==> src/rtl/core_dispatch_ctrl_pkg.sv <==
// Shared constants and queue entry type for the dual-core dispatch controller.
package dispatch_pkg;

  localparam int unsigned DISP_DEPTH    = 8;
  localparam int unsigned DISP_CNT_W    = 8;
  localparam int unsigned DISP_SYNC_BIT = 31;

  typedef struct packed {
    logic [31:0]           instr;
    logic [DISP_CNT_W-1:0] snap;
  } disp_entry_t;

endpackage

==> src/rtl/core_dispatch_ctrl_if.sv <==
// Arbiter/core-facing bundle of the dispatch controller; master is the environment side.
interface core_dispatch_ctrl_if
  import dispatch_pkg::*;
#(
  parameter int unsigned DEPTH = DISP_DEPTH
);

  logic [31:0]                instr_in;
  logic                       FIFO_1_en;
  logic                       FIFO_2_en;
  logic                       in_ready1;
  logic                       in_ready2;
  logic [31:0]                core1_instr;
  logic [31:0]                core2_instr;
  logic                       core1_valid;
  logic                       core2_valid;
  logic                       core1_ready;
  logic                       core2_ready;
  logic [$clog2(DEPTH+1)-1:0] count1;
  logic [$clog2(DEPTH+1)-1:0] count2;
  logic                       err;

  modport master (
    output instr_in, FIFO_1_en, FIFO_2_en, core1_ready, core2_ready,
    input  in_ready1, in_ready2, core1_instr, core2_instr,
           core1_valid, core2_valid, count1, count2, err
  );

  modport slave (
    input  instr_in, FIFO_1_en, FIFO_2_en, core1_ready, core2_ready,
    output in_ready1, in_ready2, core1_instr, core2_instr,
           core1_valid, core2_valid, count1, count2, err
  );

endinterface

==> src/rtl/core_dispatch_ctrl_fifo.sv <==
// Per-core circular instruction queue with wrapping enqueue/issue counters.
module dispatch_fifo
  import dispatch_pkg::*;
#(
  parameter int unsigned DEPTH = DISP_DEPTH,
  parameter int unsigned CNT_W = DISP_CNT_W
) (
  input  logic                       clk,
  input  logic                       resetn,
  input  logic                       wr_en,
  input  logic [31:0]                wr_instr,
  input  logic [CNT_W-1:0]           wr_snap,
  input  logic                       rd_en,
  output logic                       full,
  output logic                       empty,
  output logic [$clog2(DEPTH+1)-1:0] count,
  output logic [31:0]                head_instr,
  output logic [CNT_W-1:0]           head_snap,
  output logic [CNT_W-1:0]           enq_cnt,
  output logic [CNT_W-1:0]           iss_cnt
);

  localparam int unsigned PTR_W = $clog2(DEPTH);
  localparam int unsigned OCC_W = $clog2(DEPTH+1);

  disp_entry_t      mem [DEPTH];
  logic [PTR_W-1:0] wr_ptr;
  logic [PTR_W-1:0] rd_ptr;

  always_ff @(posedge clk) begin
    if (resetn && wr_en) begin
      mem[wr_ptr] <= '{instr: wr_instr, snap: wr_snap};
    end
  end

  always_ff @(posedge clk) begin
    if (!resetn) begin
      wr_ptr  <= '0;
      rd_ptr  <= '0;
      count   <= '0;
      enq_cnt <= '0;
      iss_cnt <= '0;
    end else begin
      if (wr_en) begin
        wr_ptr  <= wr_ptr + PTR_W'(1);
        enq_cnt <= enq_cnt + CNT_W'(1);
      end
      if (rd_en) begin
        rd_ptr  <= rd_ptr + PTR_W'(1);
        iss_cnt <= iss_cnt + CNT_W'(1);
      end
      case ({wr_en, rd_en})
        2'b10:   count <= count + OCC_W'(1);
        2'b01:   count <= count - OCC_W'(1);
        default: count <= count;
      endcase
    end
  end

  always_comb begin
    full       = (count == OCC_W'(DEPTH));
    empty      = (count == '0);
    head_instr = mem[rd_ptr].instr;
    head_snap  = mem[rd_ptr].snap;
  end

endmodule

==> src/rtl/core_dispatch_ctrl.sv <==
// Dual-queue dispatch controller: write decode, sticky protocol error and
// cross-core barrier gating of each queue head.
module core_dispatch_ctrl
  import dispatch_pkg::*;
#(
  parameter int unsigned DEPTH    = DISP_DEPTH,
  parameter int unsigned CNT_W    = DISP_CNT_W,
  parameter int unsigned SYNC_BIT = DISP_SYNC_BIT
) (
  input  logic                 clk,
  input  logic                 resetn,
  core_dispatch_ctrl_if.slave  bus
);

  localparam int unsigned OCC_W = $clog2(DEPTH+1);

  logic             full1, full2, empty1, empty2;
  logic [31:0]      head_instr1, head_instr2;
  logic [CNT_W-1:0] head_snap1, head_snap2;
  logic [CNT_W-1:0] enq_cnt1, enq_cnt2, iss_cnt1, iss_cnt2;
  logic [OCC_W-1:0] cnt1, cnt2;
  logic [CNT_W-1:0] lag1, lag2;
  logic             bad_wr, wr1, wr2, rd1, rd2;
  logic             blocked1, blocked2, valid1, valid2;
  logic             err_q;

  always_comb begin
    bad_wr = (bus.FIFO_1_en && bus.FIFO_2_en) ||
             (bus.FIFO_1_en && full1) ||
             (bus.FIFO_2_en && full2);
    wr1 = bus.FIFO_1_en && !bad_wr;
    wr2 = bus.FIFO_2_en && !bad_wr;
    // Counters wrap, so "other core still behind the snapshot" is the sign of the modular difference.
    lag1     = iss_cnt2 - head_snap1;
    lag2     = iss_cnt1 - head_snap2;
    blocked1 = head_instr1[SYNC_BIT] && lag1[CNT_W-1];
    blocked2 = head_instr2[SYNC_BIT] && lag2[CNT_W-1];
    valid1   = !empty1 && !blocked1;
    valid2   = !empty2 && !blocked2;
    rd1      = valid1 && bus.core1_ready;
    rd2      = valid2 && bus.core2_ready;
  end

  always_ff @(posedge clk) begin
    if (!resetn) begin
      err_q <= 1'b0;
    end else if (bad_wr) begin
      err_q <= 1'b1;
    end
  end

  dispatch_fifo #(.DEPTH(DEPTH), .CNT_W(CNT_W)) u_fifo1 (
    .clk        (clk),
    .resetn     (resetn),
    .wr_en      (wr1),
    .wr_instr   (bus.instr_in),
    .wr_snap    (enq_cnt2),
    .rd_en      (rd1),
    .full       (full1),
    .empty      (empty1),
    .count      (cnt1),
    .head_instr (head_instr1),
    .head_snap  (head_snap1),
    .enq_cnt    (enq_cnt1),
    .iss_cnt    (iss_cnt1)
  );

  dispatch_fifo #(.DEPTH(DEPTH), .CNT_W(CNT_W)) u_fifo2 (
    .clk        (clk),
    .resetn     (resetn),
    .wr_en      (wr2),
    .wr_instr   (bus.instr_in),
    .wr_snap    (enq_cnt1),
    .rd_en      (rd2),
    .full       (full2),
    .empty      (empty2),
    .count      (cnt2),
    .head_instr (head_instr2),
    .head_snap  (head_snap2),
    .enq_cnt    (enq_cnt2),
    .iss_cnt    (iss_cnt2)
  );

  always_comb begin
    bus.in_ready1   = !full1;
    bus.in_ready2   = !full2;
    bus.core1_instr = head_instr1;
    bus.core2_instr = head_instr2;
    bus.core1_valid = valid1;
    bus.core2_valid = valid2;
    bus.count1      = cnt1;
    bus.count2      = cnt2;
    bus.err         = err_q;
  end

endmodule
==> src/flat_wrapper.sv <==
// flat-port wrapper written by rule: the top's interface ports become plain ports
module core_dispatch_ctrl_flat import dispatch_pkg::*;
#(
  parameter int unsigned DEPTH    = DISP_DEPTH,
  parameter int unsigned CNT_W    = DISP_CNT_W,
  parameter int unsigned SYNC_BIT = DISP_SYNC_BIT
)
  (clk, resetn, bus_instr_in, bus_FIFO_1_en, bus_FIFO_2_en, bus_core1_ready, bus_core2_ready, bus_in_ready1, bus_in_ready2, bus_core1_instr, bus_core2_instr, bus_core1_valid, bus_core2_valid, bus_count1, bus_count2, bus_err);
  core_dispatch_ctrl_if #(.DEPTH(DEPTH)) bus_i ();
  input  logic clk;
  input  logic resetn;
  input wire logic [$bits(bus_i.instr_in)-1:0] bus_instr_in;
  input wire logic [$bits(bus_i.FIFO_1_en)-1:0] bus_FIFO_1_en;
  input wire logic [$bits(bus_i.FIFO_2_en)-1:0] bus_FIFO_2_en;
  input wire logic [$bits(bus_i.core1_ready)-1:0] bus_core1_ready;
  input wire logic [$bits(bus_i.core2_ready)-1:0] bus_core2_ready;
  output wire logic [$bits(bus_i.in_ready1)-1:0] bus_in_ready1;
  output wire logic [$bits(bus_i.in_ready2)-1:0] bus_in_ready2;
  output wire logic [$bits(bus_i.core1_instr)-1:0] bus_core1_instr;
  output wire logic [$bits(bus_i.core2_instr)-1:0] bus_core2_instr;
  output wire logic [$bits(bus_i.core1_valid)-1:0] bus_core1_valid;
  output wire logic [$bits(bus_i.core2_valid)-1:0] bus_core2_valid;
  output wire logic [$bits(bus_i.count1)-1:0] bus_count1;
  output wire logic [$bits(bus_i.count2)-1:0] bus_count2;
  output wire logic [$bits(bus_i.err)-1:0] bus_err;
  assign bus_i.instr_in = bus_instr_in;
  assign bus_i.FIFO_1_en = bus_FIFO_1_en;
  assign bus_i.FIFO_2_en = bus_FIFO_2_en;
  assign bus_i.core1_ready = bus_core1_ready;
  assign bus_i.core2_ready = bus_core2_ready;
  assign bus_in_ready1 = bus_i.in_ready1;
  assign bus_in_ready2 = bus_i.in_ready2;
  assign bus_core1_instr = bus_i.core1_instr;
  assign bus_core2_instr = bus_i.core2_instr;
  assign bus_core1_valid = bus_i.core1_valid;
  assign bus_core2_valid = bus_i.core2_valid;
  assign bus_count1 = bus_i.count1;
  assign bus_count2 = bus_i.count2;
  assign bus_err = bus_i.err;
  core_dispatch_ctrl #(.DEPTH(DEPTH), .CNT_W(CNT_W), .SYNC_BIT(SYNC_BIT)) u_core (.clk(clk), .resetn(resetn), .bus(bus_i));
endmodule
==> config.mk <==
export PLATFORM = sky130hd
export DESIGN_NAME = core_dispatch_ctrl_flat
export DESIGN_NICKNAME = d
export VERILOG_FILES = /design/src/rtl/core_dispatch_ctrl_pkg.sv /design/src/rtl/core_dispatch_ctrl_if.sv /design/src/rtl/core_dispatch_ctrl_fifo.sv /design/src/rtl/core_dispatch_ctrl.sv /design/src/flat_wrapper.sv
export SDC_FILE = /design/constraint.sdc
export NUM_CORES = 1
export LEC_CHECK = 0
export BUFFER_PORTS_ARGS = -buffer_cell sky130_fd_sc_hd__buf_2
export CORE_AREA = 2 2 308 310
export CTS_BUF_LIST = sky130_fd_sc_hd__clkbuf_16
export DETAILED_ROUTE_END_ITERATION = 7
export DIE_AREA = 0 0 310 312
export GPL_TIMING_DRIVEN = 0
export PLACE_DENSITY = 0.54
export SETUP_SLACK_MARGIN = 0.3
export SYNTH_ARGS = -nofsm -noshare
export SYNTH_HDL_FRONTEND = slang
export SYNTH_HIERARCHICAL = 1
export SYNTH_SLANG_ARGS = --single-unit
==> constraint.sdc <==
create_clock -name clk -period 10.8 [get_ports clk]
set_input_delay 1.08 -clock clk [delete_from_list [all_inputs] [get_ports clk]]
set_output_delay 1.08 -clock clk [all_outputs]
set_load 0.02 [all_outputs]
# [After elaboration in Yosys (flattened, before gate mapping)]
# Memory sizes are Yosys's and may differ from the RTL's. A register that Yosys moved wholly into a read port is not among the register bits.
# Cells that the tools add are included.
[word_totals] ff_bits=53 mem_bits_rw=640 out_inout_bits=77 wordCells=69 mem_count=2
[classes] add_sub_neg=14 eq_ne=6 mux=10 n_reduce_logical=26
[memory_table] name="u_core.u_fifo1.mem" depth=8 width=40 rd=1 rd_ports_with_merged_regs=1 wr=1 line_no="core_dispatch_ctrl_fifo.sv:26" rtl="disp_entry_t mem [DEPTH];"
[memory_table] name="u_core.u_fifo2.mem" depth=8 width=40 rd=1 rd_ports_with_merged_regs=1 wr=1 line_no="core_dispatch_ctrl_fifo.sv:26"
[op_table] cell="$add 8x1->8 const B" n=4
[op_table] cell="$pmux 4 s2" n=2
[op_table] cell="$sub 8x8->8" n=2
[op_table] cell="$logic_and 1x1->1" n=13
[op_table] cell="$add 3x1->3 const B" n=4
[op_table] cell="$mux 3" n=4
[op_table] cell="$add 4x1->4 const B" n=2
[op_table] cell="$eq 4x4->1 const B" n=2
[op_table] cell="$logic_not 4->1" n=2
[op_table] cell="$sub 4x1->4 const B" n=2
[op_table] cell="$logic_not 1->1" n=7
[op_table] cell="$eq 2x1->1 const B" n=2
[op_table] cell="$eq 2x2->1 const B" n=2
[op_table] cell="$mux 1" n=4
[op_table] cell="$reduce_bool 2->1" n=2
[op_table] cell="$logic_or 1x1->1" n=2

# [Longest topological paths before layout]
# Gate-level depths: netlist of run 1.
[logic_depth] depth_word=9 ltp_mapped=18

# [Hierarchy]
# The synthesis of run 1 kept the hierarchy.
[by_module_without_submodules] mod="dispatch_fifo at u_core.u_fifo2" instances=1 cells_per_inst=607 area_per_inst_um2=13666.9 seq_area_each_um2=10189.8
[by_module_without_submodules] mod="dispatch_fifo at u_core.u_fifo1" instances=1 cells_per_inst=607 area_per_inst_um2=13665.6 seq_area_each_um2=10189.8
[by_module_without_submodules] mod="core_dispatch_ctrl" instances=1 cells_per_inst=68 area_per_inst_um2=503.0 seq_area_each_um2=20.0

# [Least setup slack after synthesis of run 1]
# No wires, ideal clock.
[synth_timing] kind="input to register" from="input bus_FIFO_2_en" to="memory u_core/u_fifo1/mem[3][0] (netlist bit) (enable)" setup_time_ps=487 arrival_ps=4616 t_required_ps=10313 slack_ps=5697 path_stages=5 n_path_buf=1 cell_sequence="nor2_1 and2_1 clkbuf_1 nand2_1 nor3_1"
[synth_between] elab_chain_len=8 word_cells_on_any_way=9 cone_classes="mux: 2; reduce/logical: 7"
[synth_lines] element="start, declared" line_no="flat_wrapper.sv:14" rtl="input wire logic [$bits(bus_i.FIFO_2_en)-1:0] bus_FIFO_2_en;"
[synth_lines] element="$logic_and 1x1->1" line_no="core_dispatch_ctrl.sv:28" rtl="bad_wr = (bus.FIFO_1_en && bus.FIFO_2_en) ||"
[synth_lines] element="$logic_or 1x1->1" line_no="core_dispatch_ctrl.sv:28"
[synth_lines] element="$logic_or 1x1->1 *" line_no="core_dispatch_ctrl.sv:29" rtl="(bus.FIFO_1_en && full1) ||"
[synth_lines] element="$logic_not 1->1 *" line_no="core_dispatch_ctrl.sv:31" rtl="wr1 = bus.FIFO_1_en && !bad_wr;"
[synth_lines] element="$logic_and 1x1->1 *" line_no="core_dispatch_ctrl.sv:31"
[synth_lines] element="via u_core.wr1" line_no="core_dispatch_ctrl.sv:23" rtl="logic bad_wr, wr1, wr2, rd1, rd2;"
[synth_lines] element="$logic_and 1x1->1 *" line_no="core_dispatch_ctrl_fifo.sv:31" rtl="if (resetn && wr_en) begin"
[synth_lines] element="$mux 1 *" line_no="core_dispatch_ctrl_fifo.sv:31"
[synth_lines] element="$mux 1 (not written as such) *" line_no="core_dispatch_ctrl_fifo.sv:32" rtl="mem[wr_ptr] <= '{instr: wr_instr, snap: wr_snap};"
[synth_lines] element="end, declared" line_no="core_dispatch_ctrl_fifo.sv:26"
# The timed path passes the listed nets; every way through them passes the cells marked *.

==> flow_summary.html, run 1 <==
<table>
<tr><th>Metric</th><th>Value</th></tr>
<tr><th colspan="2">Synth</th></tr>
<tr><td>Post-synth EDFFs</td><td>640</td></tr>
<tr><td>List of most frequent post-synthesis cells</td><td>sky130_fd_sc_hd__edfxtp_1 (640), sky130_fd_sc_hd__mux4_1 (160), sky130_fd_sc_hd__mux2_2 (80), sky130_fd_sc_hd__dfxtp_1 (59), sky130_fd_sc_hd__clkbuf_1 (36)</td></tr>
<tr><td>Top flip-flop cell by instance count after synthesis</td><td>sky130_fd_sc_hd__edfxtp_1</td></tr>
<tr><td>Cells taking the most area after synthesis</td><td>sky130_fd_sc_hd__edfxtp_1 (69%), sky130_fd_sc_hd__mux4_1 (15%), sky130_fd_sc_hd__dfxtp_1 (4.2%)</td></tr>
<tr><td>Top cell type's share of synthesized area</td><td>0.690</td></tr>
<tr><td>Mapped cell area</td><td>~28000 um2</td></tr>
<tr><td>Cells after synthesis</td><td>between 1000 and 1500</td></tr>
<tr><td>Async set-or-reset flop fraction in the synthesized netlist</td><td>0</td></tr>
<tr><td>Most used standard cell by instance count after synthesis</td><td>sky130_fd_sc_hd__edfxtp_1</td></tr>
<tr><td>Per-instance average area after synthesis</td><td>21.7 um2</td></tr>
<tr><td>Count of different cell masters after synthesis</td><td>41</td></tr>
<tr><td>Register area share after synthesis</td><td>0.733</td></tr>
<tr><td>Total nets after synthesis</td><td>between 1000 and 1500</td></tr>
<tr><td>Biggest area consumer among synthesized cells</td><td>sky130_fd_sc_hd__edfxtp_1</td></tr>
<tr><td>Number of synthesized register bits</td><td>699</td></tr>
<tr><td>Warnings, synthesis</td><td>6</td></tr>
<tr><th colspan="2">Timing</th></tr>
<tr><td>Pin slew with the least headroom to its limit</td><td>0.956 ns</td></tr>
<tr><td>Minimum setup slack in the final design</td><td>5.49 ns</td></tr>
<tr><td>Worst slew margin relative to its limit</td><td>0.361</td></tr>
<tr><td>Min Clock Period, post-route</td><td>~5.3 ns</td></tr>
<tr><td>Final setup violating endpoints</td><td>0</td></tr>
<tr><td>F_max</td><td>roughly 190 MHz</td></tr>
<tr><td>Final cycle utilization of the critical path</td><td>0.492</td></tr>
<tr><td>Unrepaired setup endpoints after global routing</td><td>no</td></tr>
<tr><td>TNS Setup</td><td>0 ns</td></tr>
<tr><td>Clock tree skew after final layout</td><td>approximately 0.018 ns</td></tr>
<tr><td>Max-slew violations</td><td>0</td></tr>
<tr><td>Final number of hold-violating endpoints</td><td>0</td></tr>
<tr><td>Worst hold slack after final layout</td><td>0.469 ns</td></tr>
<tr><th colspan="2">Layout</th></tr>
<tr><td>Final design instance area without fill</td><td>roughly 33000 um2</td></tr>
<tr><td>Share of the core filled with cells in the final layout</td><td>0.352</td></tr>
<tr><td>Signed area change from the synthesized netlist to the final layout</td><td>17.7%</td></tr>
<tr><td>Share of final-layout standard cells stronger than drive strength 1</td><td>0.237</td></tr>
<tr><td>Net count reported at finish</td><td>around 1600</td></tr>
<tr><td>Diode count</td><td>0</td></tr>
<tr><th colspan="2">Power</th></tr>
<tr><td>Leakage power</td><td>approximately 0.011 uW</td></tr>
<tr><td>Worst vdd rail ir drop</td><td>slightly above 0.09 mV</td></tr>
<tr><td>Power density cells</td><td>about 200 nW/um2</td></tr>
<tr><th colspan="2">Placed design</th></tr>
<tr><td>Post-Place Setup Slack</td><td>5.81 ns</td></tr>
<tr><td>RD Place Congestion</td><td>approximately 0.7</td></tr>
<tr><td>Buffers added on ports</td><td>approximately 110</td></tr>
<tr><td>Area after detailed placement</td><td>roughly 31000 um2</td></tr>
<tr><td>Detailed placement HPWL</td><td>about 40000 um</td></tr>
<tr><th colspan="2">Die</th></tr>
<tr><td>Top-Level Pins</td><td>115</td></tr>
<tr><td>Initial Utilization</td><td>0.299</td></tr>
<tr><td>Die Span X</td><td>approximately 310 um</td></tr>
<tr><td>Rows</td><td>112</td></tr>
<tr><td>Placeable core region</td><td>just over 90000 um2</td></tr>
<tr><td>Vertical extent of the die</td><td>roughly 310 um</td></tr>
<tr><td>Total die area</td><td>about 97000 um2</td></tr>
<tr><th colspan="2">Worst setup path</th></tr>
<tr><td>Type of the worst setup path</td><td>reg -&gt; out</td></tr>
<tr><td>WP data arrival</td><td>4.23 ns</td></tr>
<tr><td>Startpoint types</td><td>register</td></tr>
<tr><td>Critical path data required time</td><td>~9.7 ns</td></tr>
<tr><td>Element type at the critical path end</td><td>output port</td></tr>
<tr><td>Largest fanout on the critical path</td><td>10</td></tr>
<tr><th colspan="2">Job</th></tr>
<tr><td>Max cap viols</td><td>0</td></tr>
<tr><th colspan="2">Status</th></tr>
<tr><td>Run status</td><td>finished clean</td></tr>
<tr><th colspan="2">Clock network</th></tr>
<tr><td>TritonCTS clock tree</td><td>done</td></tr>
<tr><td>Post-CTS setup buffer count</td><td>0</td></tr>
<tr><td>Root buffer cell</td><td>sky130_fd_sc_hd__clkbuf_16</td></tr>
<tr><td>Buffers from clock root to sink, at most</td><td>3</td></tr>
<tr><td>Sinks on the clock net</td><td>approximately 700</td></tr>
<tr><td>Number of CTS-inserted buffers</td><td>approximately 70</td></tr>
<tr><td>Number of hold buffers added after CTS</td><td>0</td></tr>
<tr><td>Post-cts sizing count</td><td>0</td></tr>
<tr><td>Latest clock arrival within the worst-skew pair</td><td>0.59 ns</td></tr>
<tr><td>Clock-pin slew reported for the worst setup and hold paths after clock tree synthesis</td><td>about 0.060 ns</td></tr>
<tr><td>Htree depth</td><td>3</td></tr>
<tr><th colspan="2">Detailed routing</th></tr>
<tr><td>Number of antenna-violating nets in the routed design</td><td>0</td></tr>
<tr><td>Number of optimization iterations in the first detailed-route pass</td><td>4</td></tr>
<tr><td>Vias</td><td>between 10000 and 15000</td></tr>
<tr><td>DRC violation count after routing</td><td>0</td></tr>
<tr><td>Aggregate routed wire length</td><td>61600 um</td></tr>
<tr><td>Drt wl/cell</td><td>approximately 22 um</td></tr>
<tr><td>Ratio of routed vias to standard cells</td><td>roughly 4.7</td></tr>
<tr><td>Drt first-iter violations</td><td>approximately 700</td></tr>
<tr><th colspan="2">Global routing</th></tr>
<tr><td>Initial antenna violation count</td><td>2</td></tr>
<tr><td>Gr ovfl total</td><td>0</td></tr>
<tr><td>Pin count of the biggest net entering global routing</td><td>22</td></tr>
<tr><td>Wire length of the first global-routing pass</td><td>between 90000 and 100000 um</td></tr>
<tr><td>Total routing resource utilization after global routing</td><td>0.126</td></tr>
<tr><td>Number of global-route vias before repair</td><td>13900</td></tr>
<tr><th colspan="2">Worst hold path</th></tr>
<tr><td>Min-delay worst type</td><td>reg -&gt; reg</td></tr>
</table>
worst max-delay path: stages (launching register included):
cell and delay, ns:
sky130_fd_sc_hd__dfxtp_1 0.31, sky130_fd_sc_hd__clkbuf_1 0.49, sky130_fd_sc_hd__clkbuf_1 0.70, sky130_fd_sc_hd__mux4_1 0.42
sky130_fd_sc_hd__mux2_2 0.28, sky130_fd_sc_hd__inv_1 0.06, sky130_fd_sc_hd__ha_1 0.24, sky130_fd_sc_hd__a21o_1 0.16
sky130_fd_sc_hd__a31oi_1 0.19, sky130_fd_sc_hd__a2bb2oi_2 0.28, sky130_fd_sc_hd__nand4b_1 0.13, sky130_fd_sc_hd__o211a_1 0.20
sky130_fd_sc_hd__buf_2 0.18
placed cells by master, fill, tap and decap left out, types with 2 or more instances in the layout:
cell type,instances
sky130_fd_sc_hd__and3_1,4
sky130_fd_sc_hd__nand4_1,14
sky130_fd_sc_hd__a21o_1,2
sky130_fd_sc_hd__mux2_2,80
sky130_fd_sc_hd__or3_1,10
sky130_fd_sc_hd__nor4_1,2
sky130_fd_sc_hd__clkbuf_1,36
sky130_fd_sc_hd__mux4_1,160
sky130_fd_sc_hd__clkinv_2,10
sky130_fd_sc_hd__buf_2,118
sky130_fd_sc_hd__xnor2_1,24
sky130_fd_sc_hd__edfxtp_1,640
sky130_fd_sc_hd__nor4bb_1,2
sky130_fd_sc_hd__nor2_4,10
sky130_fd_sc_hd__nand2_1,32
sky130_fd_sc_hd__ha_1,26
sky130_fd_sc_hd__o21ai_0,14
sky130_fd_sc_hd__a21oi_1,7
sky130_fd_sc_hd__buf_8,2
sky130_fd_sc_hd__mux2i_1,13
sky130_fd_sc_hd__clkbuf_16,71
sky130_fd_sc_hd__clkinv_1,15
sky130_fd_sc_hd__nor2b_1,12
sky130_fd_sc_hd__buf_6,48
sky130_fd_sc_hd__nand3_1,3
sky130_fd_sc_hd__o31ai_1,3
sky130_fd_sc_hd__nor3_2,6
sky130_fd_sc_hd__a31oi_1,2
sky130_fd_sc_hd__nor4b_1,4
sky130_fd_sc_hd__a21boi_0,12
sky130_fd_sc_hd__xor2_1,12
sky130_fd_sc_hd__and2_1,31
sky130_fd_sc_hd__nor2_1,4
sky130_fd_sc_hd__inv_1,31
sky130_fd_sc_hd__or3b_2,2
sky130_fd_sc_hd__dfxtp_1,59
sky130_fd_sc_hd__buf_12,10
sky130_fd_sc_hd__bufinv_16,5
sky130_fd_sc_hd__nand2b_1,7
per-layer routing:
layer / GRT usage / wire length (um) / share of wire / vias to the layer above
li1: - / - / - / 5854
met1: 0.160 / 26700 / 0.43 / 6984
met2: 0.218 / 31200 / 0.51 / 218
met3: 0.0241 / 2550 / 0.041 / 76
met4: 0.0362 / 1220 / 0.020 / 2
met5: 0 / 13 / 0.00021 / -
sequential cells by signal (all words and copies together) (netlist names), named ones only:
register / count
u_core/u_fifo1/wr_ptr: 3
u_core/u_fifo1/rd_ptr: 3
u_core/u_fifo1/count: 4
u_core/u_fifo2/rd_ptr: 3
u_core/bus.err: 1
u_core/u_fifo2/iss_cnt: 8
u_core/u_fifo2/count: 4
u_core/u_fifo1/iss_cnt: 8
u_core/u_fifo1/mem: 320
u_core/u_fifo2/wr_ptr: 3
u_core/u_fifo2/enq_cnt: 8
u_core/u_fifo1/enq_cnt: 8
u_core/u_fifo2/mem: 320
where the power goes:
group | switching (uW) | total (uW) | leakage, uW | internal (uW)
Combinational | 622 | 1160 | 0.00335 | 541
Clock | 957 | 2260 | 0.00109 | 1300
Sequential | 31.3 | 3030 | 0.00624 | 2990
final timing paths:
path                                                   from                                   end  slack, ns  cells after the start
worst min-delay path            u_core/bus.err$_SDFFE_PN0P_           u_core/bus.err$_SDFFE_PN0P_       0.47                      1
worst min register to register  u_core/bus.err$_SDFFE_PN0P_           u_core/bus.err$_SDFFE_PN0P_       0.47                      1
worst max-delay path                               register                       bus_core1_valid       5.49                     12
worst max register to register                     register  u_core/u_fifo1/count[2]$_SDFFE_PN0P_       5.86                     18
metrics by stage:
step	cells	power, uW
floorplan	1282	3890
global placement	2650	4250
detailed placement	2692	4270
global route	2809	6710
CTS	2809	6550
finish	2809	6450
logic make-up (layout without fill, tap and decap cells):
kind of cell / Yosys count / after routing / synth area share
xor gates and xnor gates: 36 / 36 / 0.0113
and+or+nand+nor: 148 / 148 / 0.0299
AOI/OAI and AO/OA: 45 / 45 / 0.0110
muxes: 253 / 253 / 0.188
DFF: 699 / 699 / 0.733
adders and majority gates: 26 / 26 / 0.0117
buffers and inverters: 75 / 348 / 0.0151
layout make-up:
class	instances	area [um2]
Fill cell	8700	60300
Sequential cell	699	20400
Multi-Input combinational cell	508	7120
Clock buffer	71	1780
Tap cell	1254	1570
Timing Repair Buffer	156	1140
Buffer	58	358
Clock inverter	46	325
Inverter	17	63.8
Note: power is estimated with default switching activity, not from simulation.
==> run 2, diff against run 1 <==
--- a/config.mk
+++ b/config.mk
@@ -11,7 +11,7 @@
 export DETAILED_ROUTE_END_ITERATION = 7
 export DIE_AREA = 0 0 310 312
 export GPL_TIMING_DRIVEN = 0
-export PLACE_DENSITY = 0.54
+export PLACE_DENSITY = 0.56
 export SETUP_SLACK_MARGIN = 0.3
 export SYNTH_ARGS = -nofsm -noshare
 export SYNTH_HDL_FRONTEND = slang
==> constraint.sdc (replaced) <==
create_clock -name clk -period 4.8 [get_ports clk]
set_input_delay 0.48 -clock clk [delete_from_list [all_inputs] [get_ports clk]]
set_output_delay 0.48 -clock clk [all_outputs]
set_load 0.02 [all_outputs]
==> flow_summary.html, run 2 (synthesized netlist as in run 1, its figures left out) <==
<table>
<tr><th>Metric</th><th>Value</th></tr>
<tr><th colspan="2">Global routing</th></tr>
<tr><td>Pin count of the biggest net entering global routing</td><td>24</td></tr>
<tr><td>Number of global-route vias before repair</td><td>13600</td></tr>
<tr><td>Initial antenna violation count</td><td>11</td></tr>
<tr><td>Wire length of the first global-routing pass</td><td>just under 90000 um</td></tr>
<tr><td>Gr ovfl total</td><td>0</td></tr>
<tr><td>Total routing resource utilization after global routing</td><td>0.126</td></tr>
<tr><th colspan="2">Detailed routing</th></tr>
<tr><td>Number of antenna-violating nets in the routed design</td><td>0</td></tr>
<tr><td>DRC violation count after routing</td><td>0</td></tr>
<tr><td>Number of optimization iterations in the first detailed-route pass</td><td>5</td></tr>
<tr><td>Vias</td><td>13100</td></tr>
<tr><td>Drt first-iter violations</td><td>780</td></tr>
<tr><td>Aggregate routed wire length</td><td>61600 um</td></tr>
<tr><td>Ratio of routed vias to standard cells</td><td>approximately 4.7</td></tr>
<tr><td>Drt wl/cell</td><td>approximately 22 um</td></tr>
<tr><th colspan="2">Timing</th></tr>
<tr><td>Final setup violating endpoints</td><td>0</td></tr>
<tr><td>F_max</td><td>between 200 and 250 MHz</td></tr>
<tr><td>Worst slew margin relative to its limit</td><td>0.334</td></tr>
<tr><td>Clock tree skew after final layout</td><td>around 0.019 ns</td></tr>
<tr><td>Final number of hold-violating endpoints</td><td>0</td></tr>
<tr><td>Max-slew violations</td><td>0</td></tr>
<tr><td>Worst hold slack after final layout</td><td>approximately 0.24 ns</td></tr>
<tr><td>TNS Setup</td><td>0 ns</td></tr>
<tr><td>Min Clock Period, post-route</td><td>4.31 ns</td></tr>
<tr><td>Unrepaired setup endpoints after global routing</td><td>no</td></tr>
<tr><td>Final cycle utilization of the critical path</td><td>0.897</td></tr>
<tr><td>Pin slew with the least headroom to its limit</td><td>~1.0 ns</td></tr>
<tr><th colspan="2">Worst setup path</th></tr>
<tr><td>Max incr delay on CP</td><td>~0.58 ns</td></tr>
<tr><td>Critical path data required time</td><td>5.33 ns</td></tr>
<tr><td>Largest fanout on the critical path</td><td>10</td></tr>
<tr><td>Type of the worst setup path</td><td>reg -&gt; reg</td></tr>
<tr><td>Ordered cell list for the critical path</td><td>buf_6 &gt; buf_6 &gt; mux4_1 &gt; mux2_2 &gt; inv_1 &gt; ha_1 &gt; a21o_1 &gt; a21oi_1 &gt; o32ai_4 &gt; mux2i_4 &gt; nor3b_4 &gt; ha_4 &gt; xor2_1 &gt; ha_1 &gt; a21oi_2 &gt; xor2_1 &gt; or3_1 &gt; a21boi_0</td></tr>
<tr><td>Element type at the critical path end</td><td>register</td></tr>
<tr><td>Slowest CP cell</td><td>sky130_fd_sc_hd__mux4_1</td></tr>
<tr><td>Startpoint types</td><td>register</td></tr>
<tr><td>WP data arrival</td><td>about 4.8 ns</td></tr>
<tr><th colspan="2">Clock network</th></tr>
<tr><td>Latest clock arrival within the worst-skew pair</td><td>roughly 0.60 ns</td></tr>
<tr><td>TritonCTS clock tree</td><td>done</td></tr>
<tr><td>Root buffer cell</td><td>sky130_fd_sc_hd__clkbuf_16</td></tr>
<tr><td>Number of hold buffers added after CTS</td><td>0</td></tr>
<tr><td>Number of CTS-inserted buffers</td><td>70</td></tr>
<tr><td>Htree depth</td><td>3</td></tr>
<tr><td>Buffers from clock root to sink, at most</td><td>3</td></tr>
<tr><td>Sinks on the clock net</td><td>699</td></tr>
<tr><td>Clock-pin slew reported for the worst setup and hold paths after clock tree synthesis</td><td>roughly 0.06 ns</td></tr>
<tr><th colspan="2">Placed design</th></tr>
<tr><td>Area after detailed placement</td><td>slightly above 30000 um2</td></tr>
<tr><td>Inst Count DP</td><td>around 2700</td></tr>
<tr><td>Buffers added on ports</td><td>114</td></tr>
<tr><td>Detailed placement HPWL</td><td>~39000 um</td></tr>
<tr><td>RD Place Congestion</td><td>~0.72</td></tr>
<tr><th colspan="2">Layout</th></tr>
<tr><td>Final design instance area without fill</td><td>roughly 33000 um2</td></tr>
<tr><td>Net count reported at finish</td><td>1565</td></tr>
<tr><td>Footprint of the multi-input gates</td><td>7200 um2</td></tr>
<tr><td>Most used cells in the layout excluding fill and tap cells</td><td>sky130_fd_sc_hd__edfxtp_1 (640), sky130_fd_sc_hd__mux4_1 (160), sky130_fd_sc_hd__buf_2 (119)</td></tr>
<tr><td>Top Registers</td><td>u_core/u_fifo1/mem: 320 flops, u_core/u_fifo2/mem: 320 flops</td></tr>
<tr><td>FILL cells</td><td>~8600</td></tr>
<tr><td>Signed area change from the synthesized netlist to the final layout</td><td>18.9%</td></tr>
<tr><td>Register Area</td><td>around 20000 um2</td></tr>
<tr><td>Non-filler cells, final</td><td>~2800</td></tr>
<tr><td>Share of final-layout standard cells stronger than drive strength 1</td><td>0.248</td></tr>
<tr><td>Most frequent standard cell in the layout excluding fill and tap cells</td><td>sky130_fd_sc_hd__edfxtp_1</td></tr>
<tr><th colspan="2">Die</th></tr>
<tr><td>Placeable core region</td><td>slightly above 90000 um2</td></tr>
<tr><td>Die Span X</td><td>just over 300 um</td></tr>
<tr><td>Initial Utilization</td><td>0.299</td></tr>
<tr><td>Rows</td><td>112</td></tr>
<tr><td>Total die area</td><td>between 90000 and 100000 um2</td></tr>
<tr><td>Vertical extent of the die</td><td>roughly 310 um</td></tr>
<tr><td>Top-Level Pins</td><td>between 100 and 150</td></tr>
<tr><th colspan="2">Power</th></tr>
<tr><td>Power density cells</td><td>451 nW/um2</td></tr>
<tr><td>Worst vdd rail ir drop</td><td>0.238 mV</td></tr>
<tr><td>Leakage power</td><td>between 0.01 and 0.015 uW</td></tr>
<tr><th colspan="2">Status</th></tr>
<tr><td>Run status</td><td>finished clean</td></tr>
<tr><th colspan="2">Job</th></tr>
<tr><td>Max cap viols</td><td>0</td></tr>
<tr><th colspan="2">Worst hold path</th></tr>
<tr><td>Min-delay worst type</td><td>in -&gt; reg</td></tr>
</table>
==> run 2: changes by cell type in the layout (fill, tap and decap cells not counted), moves of 6 or more <==
cell | before | now
sky130_fd_sc_hd__buf_6 | 48 | 26
sky130_fd_sc_hd__buf_16 | 0 | 8
sky130_fd_sc_hd__clkbuf_1 | 36 | 28
sky130_fd_sc_hd__clkinv_1 | 15 | 9
==> run 2: area by class of cell <==
| cell class | instances | area share |
|---|---|---|
| Sequential cell | 699 | 0.616 |
| Multi-Input combinational cell | 508 | 0.217 |
| Clock buffer | 74 | 0.0559 |
| Tap cell | 1254 | 0.0474 |
| Timing Repair Buffer | 147 | 0.0356 |
| Clock inverter | 52 | 0.0141 |
| Buffer | 58 | 0.0113 |
| Inverter | 17 | 0.00193 |
| Antenna cell | 2 | 0.000151 |
==> run 2: path summary, 6_finish.rpt <==
check,startpoint,to,slack [ns],cells past startpoint
worst min register to register,u_core/bus.err$_SDFFE_PN0P_,u_core/bus.err$_SDFFE_PN0P_,0.48,1
worst max-delay path,register,u_core/u_fifo2/count[2]$_SDFFE_PN0P_,0.49,18
worst max register to register,register,u_core/u_fifo2/count[2]$_SDFFE_PN0P_,0.49,18
worst min-delay path,bus_FIFO_1_en,u_core/bus.err$_SDFFE_PN0P_,0.24,4
==> run 2: stage by stage <==
| stage | power (uW) | worst slack (ns) | util |
|---|---|---|---|
| after floorplan | 8760 | 0.0468 | - |
| after global placement | 9570 | -3.50 | 0.322 |
| after detailed placement | 9640 | -0.427 | 0.330 |
| after CTS | 15100 | 0.215 | 0.355 |
| after global routing | 15500 | 0.299 | 0.356 |
| final | 14900 | 0.493 | 0.356 |
==> run 2: what timing repair did <==
| action | CTS | global route |
|---|---|---|
| endpoints found under the setup margin | 15 | 3 |
| buffers inserted | 0 | 1 |
| pin swaps | 0 | 0 |
| resized for setup | 8 | 18 |
| cloned | 0 | 0 |
==> run 2: worst max-delay path, delay by kind of cell (launching register included) <==
family	cells	cell delay [ns]
simple gates	2	0.59
buf+inv	3	0.46
compound gates	5	0.76
xor+xnor	2	0.36
mux	3	1.11
flops	1	0.33
fa+ha+maj	3	0.65
==> run 2: where the power goes <==
part / total [uW] / internal (uW) / switching, uW
clock network: 5460 / 3230 / 2240
registers: 6810 / 6740 / 72.1
logic: 2670 / 1240 / 1440
total: 14900 / 11200 / 3740
==> run 2: per-layer routing <==
metal | vias up | wire, um | GRT usage | part of all wire
met5 | - | 65 | 0 | 0.0011
met4 | 12 | 1050 | 0.0357 | 0.017
met3 | 81 | 2910 | 0.0277 | 0.047
met2 | 243 | 29700 | 0.205 | 0.48
met1 | 6911 | 27800 | 0.169 | 0.45
li1 | 5848 | - | - | -
==> run 3, diff against run 2 <==
--- a/config.mk
+++ b/config.mk
@@ -7,11 +7,12 @@
 export LEC_CHECK = 0
 export BUFFER_PORTS_ARGS = -buffer_cell sky130_fd_sc_hd__buf_2
 export CORE_AREA = 2 2 308 310
-export CTS_BUF_LIST = sky130_fd_sc_hd__clkbuf_16
 export DETAILED_ROUTE_END_ITERATION = 7
 export DIE_AREA = 0 0 310 312
 export GPL_TIMING_DRIVEN = 0
 export PLACE_DENSITY = 0.56
+export RECOVER_POWER = 25
+export REMOVE_ABC_BUFFERS = 1
 export SETUP_SLACK_MARGIN = 0.3
 export SYNTH_ARGS = -nofsm -noshare
 export SYNTH_HDL_FRONTEND = slang
==> flow_summary.html, run 3 (synthesized netlist as in run 1, its figures left out) <==
<table>
<tr><th>Metric</th><th>Value</th></tr>
<tr><th colspan="2">Placed design</th></tr>
<tr><td>RD Place Congestion</td><td>~0.69</td></tr>
<tr><td>Detailed placement HPWL</td><td>approximately 39000 um</td></tr>
<tr><td>Area after detailed placement</td><td>around 31000 um2</td></tr>
<tr><td>Buffers added on ports</td><td>114</td></tr>
<tr><td>Post-Place Setup Slack</td><td>-0.891 ns</td></tr>
<tr><th colspan="2">Timing</th></tr>
<tr><td>Minimum setup slack in the final design</td><td>approximately 0.58 ns</td></tr>
<tr><td>Final number of hold-violating endpoints</td><td>0</td></tr>
<tr><td>Max-slew violations</td><td>0</td></tr>
<tr><td>Unrepaired setup endpoints after global routing</td><td>no</td></tr>
<tr><td>Final cycle utilization of the critical path</td><td>0.880</td></tr>
<tr><td>F_max</td><td>around 240 MHz</td></tr>
<tr><td>Pin slew with the least headroom to its limit</td><td>roughly 1.1 ns</td></tr>
<tr><td>Clock tree skew after final layout</td><td>roughly 0.022 ns</td></tr>
<tr><td>Min Clock Period, post-route</td><td>4.22 ns</td></tr>
<tr><td>Worst slew margin relative to its limit</td><td>0.285</td></tr>
<tr><td>Worst hold slack after final layout</td><td>about 0.27 ns</td></tr>
<tr><td>Final setup violating endpoints</td><td>0</td></tr>
<tr><th colspan="2">Worst hold path</th></tr>
<tr><td>Cell count of the worst hold path</td><td>1</td></tr>
<tr><td>Min-delay worst type</td><td>in -&gt; reg</td></tr>
<tr><th colspan="2">Layout</th></tr>
<tr><td>Signed area change from the synthesized netlist to the final layout</td><td>18.9%</td></tr>
<tr><td>FILL cells</td><td>between 8000 and 9000</td></tr>
<tr><td>Diode count</td><td>0</td></tr>
<tr><td>Share of final-layout standard cells stronger than drive strength 1</td><td>0.242</td></tr>
<tr><td>Net count reported at finish</td><td>1547</td></tr>
<tr><td>Most frequent standard cell in the layout excluding fill and tap cells</td><td>sky130_fd_sc_hd__edfxtp_1</td></tr>
<tr><td>Top Registers</td><td>u_core/u_fifo1/mem: 320 flops, u_core/u_fifo2/mem: 320 flops</td></tr>
<tr><td>Most used cells in the layout excluding fill and tap cells</td><td>sky130_fd_sc_hd__edfxtp_1 (640), sky130_fd_sc_hd__mux4_1 (160), sky130_fd_sc_hd__buf_2 (88)</td></tr>
<tr><td>Final design instance area without fill</td><td>~33000 um2</td></tr>
<tr><th colspan="2">Die</th></tr>
<tr><td>Placeable core region</td><td>a little over 90000 um2</td></tr>
<tr><td>Top-Level Pins</td><td>roughly 120</td></tr>
<tr><td>Rows</td><td>112</td></tr>
<tr><td>Die Span X</td><td>slightly above 300 um</td></tr>
<tr><td>Vertical extent of the die</td><td>312 um</td></tr>
<tr><td>Initial Utilization</td><td>0.299</td></tr>
<tr><td>Total die area</td><td>96700 um2</td></tr>
<tr><th colspan="2">Global routing</th></tr>
<tr><td>Gr ovfl total</td><td>0</td></tr>
<tr><td>Number of global-route vias before repair</td><td>between 10000 and 15000</td></tr>
<tr><td>Pin count of the biggest net entering global routing</td><td>66</td></tr>
<tr><td>Total routing resource utilization after global routing</td><td>0.126</td></tr>
<tr><td>Wire length of the first global-routing pass</td><td>89900 um</td></tr>
<tr><td>Initial antenna violation count</td><td>2</td></tr>
<tr><th colspan="2">Power</th></tr>
<tr><td>Leakage power</td><td>between 0.01 and 0.015 uW</td></tr>
<tr><td>Power density cells</td><td>around 450 nW/um2</td></tr>
<tr><td>Final Power</td><td>between 10000 and 15000 uW</td></tr>
<tr><td>Worst vdd rail ir drop</td><td>between 0.3 and 0.4 mV</td></tr>
<tr><th colspan="2">Clock network</th></tr>
<tr><td>Buffers from clock root to sink, at most</td><td>3</td></tr>
<tr><td>Number of hold buffers added after CTS</td><td>0</td></tr>
<tr><td>TritonCTS clock tree</td><td>done</td></tr>
<tr><td>Number of CTS-inserted buffers</td><td>74</td></tr>
<tr><td>Sinks on the clock net</td><td>699</td></tr>
<tr><td>Htree depth</td><td>3</td></tr>
<tr><td>Latest clock arrival within the worst-skew pair</td><td>slightly above 0.6 ns</td></tr>
<tr><td>Clock-pin slew reported for the worst setup and hold paths after clock tree synthesis</td><td>0.06 ns</td></tr>
<tr><td>Root buffer cell</td><td>sky130_fd_sc_hd__clkbuf_16</td></tr>
<tr><th colspan="2">Worst setup path</th></tr>
<tr><td>Largest fanout on the critical path</td><td>30</td></tr>
<tr><td>Register-to-register setup slack</td><td>around 0.58 ns</td></tr>
<tr><td>Critical path data required time</td><td>about 5.3 ns</td></tr>
<tr><td>WP data arrival</td><td>~4.8 ns</td></tr>
<tr><td>Element type at the critical path end</td><td>register</td></tr>
<tr><td>Worst R2R Path Depth</td><td>17</td></tr>
<tr><td>Type of the worst setup path</td><td>reg -&gt; reg</td></tr>
<tr><td>Startpoint types</td><td>register</td></tr>
<tr><th colspan="2">Detailed routing</th></tr>
<tr><td>Aggregate routed wire length</td><td>between 60000 and 70000 um</td></tr>
<tr><td>DRC violation count after routing</td><td>0</td></tr>
<tr><td>Ratio of routed vias to standard cells</td><td>between 4 and 5</td></tr>
<tr><td>Drt first-iter violations</td><td>roughly 740</td></tr>
<tr><td>Number of optimization iterations in the first detailed-route pass</td><td>5</td></tr>
<tr><td>Vias</td><td>13100</td></tr>
<tr><td>Number of antenna-violating nets in the routed design</td><td>0</td></tr>
<tr><td>Drt wl/cell</td><td>~22 um</td></tr>
<tr><th colspan="2">Job</th></tr>
<tr><td>Max cap viols</td><td>0</td></tr>
<tr><th colspan="2">Status</th></tr>
<tr><td>Run status</td><td>finished clean</td></tr>
</table>
[run 3: power breakdown]
part	internal (uW)	switching (uW)
clock network	3080	2310
registers	6740	115
logic	1230	1360
total	11100	3780
[run 3: through the flow]
step	util	std cells	setup TNS [ns]
floorplan	-	1224	-45.84
detailed placement	0.329	2646	-3.74
global placement	0.318	2592	-1996.98
global route	0.356	2795	0
CTS	0.355	2786	0
finish	0.356	2795	0
[run 3: layout make-up]
class / instances / area (um2) / area share
clock buffers: 91 / 1960 / 0.0591
clock inverters: 43 / 335 / 0.0101
inverters: 17 / 63.8 / 0.00193
multi-input cells: 508 / 7160 / 0.216
flip-flops and latches: 699 / 20400 / 0.617
well taps: 1254 / 1570 / 0.0474
repair buffers: 183 / 1590 / 0.0481
[run 3: critical path, cell delays in order, from the launching register on]
cell,delay (ns)
sky130_fd_sc_hd__dfxtp_4,0.67
sky130_fd_sc_hd__buf_12,0.26
sky130_fd_sc_hd__mux4_1,0.31
sky130_fd_sc_hd__mux2_2,0.27
sky130_fd_sc_hd__inv_1,0.12
sky130_fd_sc_hd__ha_1,0.26
sky130_fd_sc_hd__a21o_1,0.16
sky130_fd_sc_hd__a31oi_1,0.18
sky130_fd_sc_hd__a2bb2oi_2,0.27
sky130_fd_sc_hd__a21oi_1,0.12
sky130_fd_sc_hd__o31ai_2,0.12
sky130_fd_sc_hd__ha_1,0.33
sky130_fd_sc_hd__xor2_1,0.18
sky130_fd_sc_hd__ha_1,0.17
sky130_fd_sc_hd__a21oi_1,0.05
sky130_fd_sc_hd__xor2_1,0.17
sky130_fd_sc_hd__or3_1,0.31
sky130_fd_sc_hd__a21boi_0,0.17
[run 3: repair_timing]
action	4_1_cts	5_1_grt
endpoints found under the setup margin	23	3
cloned	0	2
pin swaps	1	0
resized for setup	3	2
setup buffers	6	7
[run 3: per-layer routing]
layer  GRT usage  up-vias  wire length, um
li1            -     5820                -
met1       0.167     6986            28000
met2       0.214      257            30900
met3      0.0224       79             2470
met4      0.0335        4             1060
met5           0        -               30
[run 3: worst paths after layout]
check | endpoint | from
setup reg to reg | u_core/u_fifo1/count[2]$_SDFFE_PN0P_ | register
setup / recovery | u_core/u_fifo1/count[2]$_SDFFE_PN0P_ | register
hold / removal | u_core/u_fifo2/mem[6][13]$_DFFE_PP_ | bus_instr_in[5]
hold reg to reg | u_core/bus.err$_SDFFE_PN0P_ | u_core/bus.err$_SDFFE_PN0P_
